`config.mk`:
```
export PLATFORM = sky130hd
export DESIGN_NAME = serial_logical_evaluator
export DESIGN_NICKNAME = d
export VERILOG_FILES = /design/src/rtl/serial_logical_evaluator.sv
export SDC_FILE = /design/constraint.sdc
export NUM_CORES = 1
export LEC_CHECK = 0
export ABC_AREA = 1
export CAP_MARGIN = 20
export CORE_ASPECT_RATIO = 0.75
export CORE_MARGIN = 5
export CORE_UTILIZATION = 45
export CTS_CLUSTER_DIAMETER = 50
export DETAILED_ROUTE_END_ITERATION = 8
export PLACE_DENSITY = 0.71
export SLEW_MARGIN = 20
export SYNTH_ARGS = -nofsm -noshare
export SYNTH_HDL_FRONTEND = slang
export SYNTH_SLANG_ARGS = --single-unit
```
`constraint.sdc`:
```
create_clock -name clk -period 4.77 [get_ports clk]
set_input_delay 0.954 -clock clk [delete_from_list [all_inputs] [get_ports clk]]
set_output_delay 0.954 -clock clk [all_outputs]
set_load 0.02 [all_outputs]
```
`src/rtl/serial_logical_evaluator.sv`:
```
// serial_logical_evaluator
// Multi-cycle logical operator. Each operand is reduced to a boolean by
// OR-ing W bits per clock, LSB chunk first, over K = N/W scan cycles. The
// selected logical op is then applied to the two booleans. Operands enter
// and the result leaves over valid/ready handshakes. Latency does not
// depend on the data.
module serial_logical_evaluator #(
  parameter int N = 8,
  parameter int W = 2
) (
  input  logic         clk,
  input  logic         rst,
  input  logic         in_valid,
  output logic         in_ready,
  input  logic [N-1:0] a,
  input  logic [N-1:0] b,
  input  logic [1:0]   op,
  output logic         out_valid,
  input  logic         out_ready,
  output logic         c
);

  localparam int K  = N / W;
  localparam int IW = (K > 1) ? $clog2(K) : 1;

  // Operand widths must split into whole chunks.
  generate
    if (N < 1 || W < 1 || W > N || (N % W) != 0) begin : g_bad_param
      $error("serial_logical_evaluator: need 1 <= W <= N and N %% W == 0");
    end
  endgenerate

  localparam logic [1:0] OP_AND  = 2'b00;
  localparam logic [1:0] OP_OR   = 2'b01;
  localparam logic [1:0] OP_XOR  = 2'b10;
  localparam logic [1:0] OP_NAND = 2'b11;

  typedef enum logic [1:0] {
    IDLE = 2'b00,
    SCAN = 2'b01,
    DONE = 2'b10
  } state_e;

  state_e          state_q, state_d;
  logic [N-1:0]    a_q, b_q;
  logic [1:0]      op_q;
  logic            acc_a_q, acc_b_q;
  logic [IW-1:0]   idx_q;
  logic            out_valid_q;
  logic            c_q;

  logic [W-1:0]    chunk_a, chunk_b;
  logic            last_scan;
  logic            fin_a, fin_b;
  logic            res;
  logic            accept;

  // The handshake is gated by in_ready, which is already low during reset.
  assign accept = in_valid && in_ready;

  // Select the chunk addressed by idx. A mux over constant slices keeps the
  // index arithmetic out of the part-select.
  always_comb begin
    chunk_a = '0;
    chunk_b = '0;
    for (int k = 0; k < K; k++) begin
      if (idx_q == IW'(k)) begin
        chunk_a = a_q[k*W +: W];
        chunk_b = b_q[k*W +: W];
      end
    end
  end

  assign last_scan = (idx_q == IW'(K - 1));

  // The final accumulators include the chunk scanned on this edge.
  assign fin_a = acc_a_q | (|chunk_a);
  assign fin_b = acc_b_q | (|chunk_b);

  // Apply the captured op to the booleanized operands.
  always_comb begin
    res = 1'b0;
    case (op_q)
      OP_AND:  res = fin_a & fin_b;
      OP_OR:   res = fin_a | fin_b;
      OP_XOR:  res = fin_a ^ fin_b;
      OP_NAND: res = ~(fin_a & fin_b);
      default: res = 1'b0;
    endcase
  end

  // State register.
  always_ff @(posedge clk) begin
    if (rst) state_q <= IDLE;
    else     state_q <= state_d;
  end

  // Next-state logic. DONE always has out_valid high, so out_ready alone
  // completes the output handshake.
  always_comb begin
    state_d = state_q;
    case (state_q)
      IDLE:    if (accept)    state_d = SCAN;
      SCAN:    if (last_scan) state_d = DONE;
      DONE:    if (out_ready) state_d = IDLE;
      default:                state_d = IDLE;
    endcase
  end

  // Outputs. in_ready depends only on state and rst, so it never rises in
  // the same cycle as the output handshake.
  always_comb begin
    in_ready  = (state_q == IDLE) && !rst;
    out_valid = out_valid_q;
    c         = c_q;
  end

  // Datapath. Operands are captured on acceptance, and the scan accumulates
  // chunk ORs. The result and valid are registered at the final scan edge.
  // A reset mid-transaction drops everything, so no result is emitted.
  always_ff @(posedge clk) begin
    if (rst) begin
      a_q         <= '0;
      b_q         <= '0;
      op_q        <= '0;
      acc_a_q     <= 1'b0;
      acc_b_q     <= 1'b0;
      idx_q       <= '0;
      out_valid_q <= 1'b0;
      c_q         <= 1'b0;
    end else begin
      case (state_q)
        IDLE: begin
          if (accept) begin
            a_q     <= a;
            b_q     <= b;
            op_q    <= op;
            acc_a_q <= 1'b0;
            acc_b_q <= 1'b0;
            idx_q   <= '0;
          end
        end
        SCAN: begin
          acc_a_q <= fin_a;
          acc_b_q <= fin_b;
          if (last_scan) begin
            c_q         <= res;
            out_valid_q <= 1'b1;
          end else begin
            idx_q <= idx_q + IW'(1);
          end
        end
        DONE: begin
          if (out_ready) out_valid_q <= 1'b0;
        end
        default: begin
          out_valid_q <= 1'b0;
        end
      endcase
    end
  end

endmodule
```
==> results.json <==
{
  "status": "complete, no violations",
  "n_fill_cell": 299,
  "vias": 1041,
  "path_class": "input port to output pin",
  "required_ns": 3.82,
  "routabilityCongestion": 0.749,
  "synth_area_um2": 1320,
  "cts_num_sinks": 26,
  "ys.flop_type": "dfxtp_1",
  "final.period_utilization_pct": 68.8,
  "drive_above_1_share_pct": 23.0,
  "total_leakage_power_nw": 0.660,
  "avgRoutedWirePerCell_um": 11.4,
  "synthToLayoutAreaGrowth_pct": 22.4,
  "grt_pass1_wl_um": 4370,
  "rsz0062_at_grt": "no",
  "grt_max_degree": 34,
  "holdPathStages": 2,
  "synth-edff-count": 0,
  "final_antenna_net_count": 0,
  "total_power_mw": 0.494,
  "cap_violations": 0,
  "synth_cell_types": 22,
  "worstHoldPathType": "flop to flop",
  "yosysWarnings": 0,
  "ioPinCount": 25,
  "max_freq_mhz": 305,
  "ir_drop_uv": 165,
  "synth-async-reset-ratio_pct": 0,
  "initialDrtViolationCount": 28,
  "std_cell_rows": 17,
  "clockBufferDepth": 2,
  "cts_resized": 0,
  "skew_ns": 0.00240,
  "r2r_cells": 15,
  "startpoint_type": "input port",
  "ys_ff_latch": 26,
  "vias_per_cell": 4.71,
  "finalCriticalPeriod_ns": 3.28,
  "clock_latency_ns": 0.27,
  "worst-path-max-fanout": 5,
  "synth_nets": 188,
  "postCtsSetupBuffers": 0,
  "tightest_slew_ns": 0.906,
  "remaining_drc_errors": 0,
  "cts_buffers": 3,
  "drt_pre_antenna_iters": 4,
  "core_um2": 2890,
  "cp-end-kind": "output pin",
  "htreeDepth": 1,
  "yosysSeqAreaShare_pct": 39.3,
  "arrival_ns": 2.33,
  "antenna_found_initial": 0,
  "die_w_um": 72.6,
  "antenna_cells": 0,
  "slew-limit-headroom_pct": 39.5,
  "wl_um": 2530,
  "die-area_um2": 4140,
  "post_dp_cell_area_um2": 1570,
  "hold_viol": 0,
  "start_util_pct": 45.8,
  "cts_hold_buf": 0,
  "layout.nets": 212,
  "post-dp-hpwl_um": 1920,
  "cts.clk_slew.worst_paths_ns": 0.09,
  "slew_viol_final": 0,
  "grt_util_all_layers_pct": 13.2,
  "chipHeight_um": 57.0,
  "finalSetupTns_ns": 0,
  "io_buffers": 24,
  "cts_tree": "done",
  "syn_area_per_cell_um2": 8.27,
  "post-route-cell-area_um2": 1620,
  "synthCells": 160,
  "clock-root-buffer": "clkbuf_8",
  "grt-ovfl-total": 0,
  "p_per_area_nw_per_um2": 305,
  "holdWs_ns": 0.466,
  "grt_pass1_vias": 999,
  "setup_viol": 0
}
## critical path, stage by stage
cell and delay [ns]:
clkdlybuf4s50_1 0.52, nor2_4 0.22, clkdlybuf4s50_1 0.63
## per-stage QoR
step | cells | setup WS [ns] | util (%)
floorplan | 160 | 2.65 | -
global placement | 217 | 1.50 | 54.1
detailed placement | 217 | 1.48 | 54.1
CTS | 221 | 1.47 | 56.0
global route | 221 | 1.43 | 56.0
finish | 221 | 1.49 | 56.0
## cells in the final DEF (no fill, tap or decap), drive strengths merged
| master | count |
|---|---|
| inv | 29 |
| o21ai | 23 |
| ha | 6 |
| nor2 | 7 |
| nand3 | 10 |
| dfxtp | 26 |
| clkdlybuf4s50 | 24 |
| a21oi | 23 |
| nor3 | 2 |
| nand2 | 29 |
| clkbuf | 4 |
## worst paths after layout
kind | slack (ns) | endpoint | startpoint
worst min-delay path | 0.47 | b_q[4]$_SDFFE_PP0P_ | b_q[4]$_SDFFE_PP0P_
worst max register to register | 2.77 | c$_SDFFE_PP0P_ | idx_q[0]$_SDFFE_PP0P_
worst max-delay path | 1.49 | in_ready | rst
worst min register to register | 0.47 | b_q[4]$_SDFFE_PP0P_ | b_q[4]$_SDFFE_PP0P_
## cells in the mapped netlist, types with 2 or more instances
library cell | count | area (um^2)
nand2_1 | 27 | 101
dfxtp_1 | 26 | 521
inv_1 | 25 | 93.8
a21oi_2 | 15 | 131
o21ai_2 | 12 | 105
nand3_1 | 10 | 50.1
a21oi_1 | 8 | 40.0
ha_1 | 6 | 75.1
o21ai_0 | 6 | 30.0
o21ai_1 | 5 | 25.0
buf_6 | 3 | 33.8
inv_2 | 3 | 11.3
nor2_1 | 3 | 11.3
nor2_2 | 2 | 12.5
nor2_4 | 2 | 22.5
## cell families (layout without fill, tap and decap cells)
kind of cell | Yosys count | count (layout) | share of synthesized area [%]
simple gates | 48 | 48 | 18.1
buf+inv | 34 | 57 | 11.9
compound gates | 46 | 46 | 25.0
flops | 26 | 26 | 39.3
fa+ha+maj | 6 | 6 | 5.67
## sequential cells by signal, summed over array words and instances (netlist names)
signal,flops
a_q,8
acc_a_q,1
acc_b_q,1
b_q,8
c,1
idx_q,2
op_q,2
out_valid,1
state_q,2
## layout make-up
cell class	instances	area [um^2]	area share (%)
clock buffers	4	55.1	3.40
inverters	29	111	6.87
multi-input cells	100	646	39.8
flip-flops and latches	26	520	32.1
well taps	38	47.5	2.93
repair buffers	24	240	14.8
## power breakdown
group          total [mW]  switching, mW  internal [mW]
clock network       0.143         0.0695         0.0739
logic               0.113         0.0641         0.0488
registers           0.237        0.00576          0.232
## per-layer routing
metal | part of all wire [%] | global-route usage [%] | up-vias
li1 | - | - | 554
met1 | 47 | 16.9 | 462
met2 | 46 | 20.8 | 21
met3 | 5.5 | 4.93 | 4
met4 | 1.2 | 3.95 | 0
met5 | 0 | 0 | -
No activity file was read; power rests on OpenSTA's default activity.
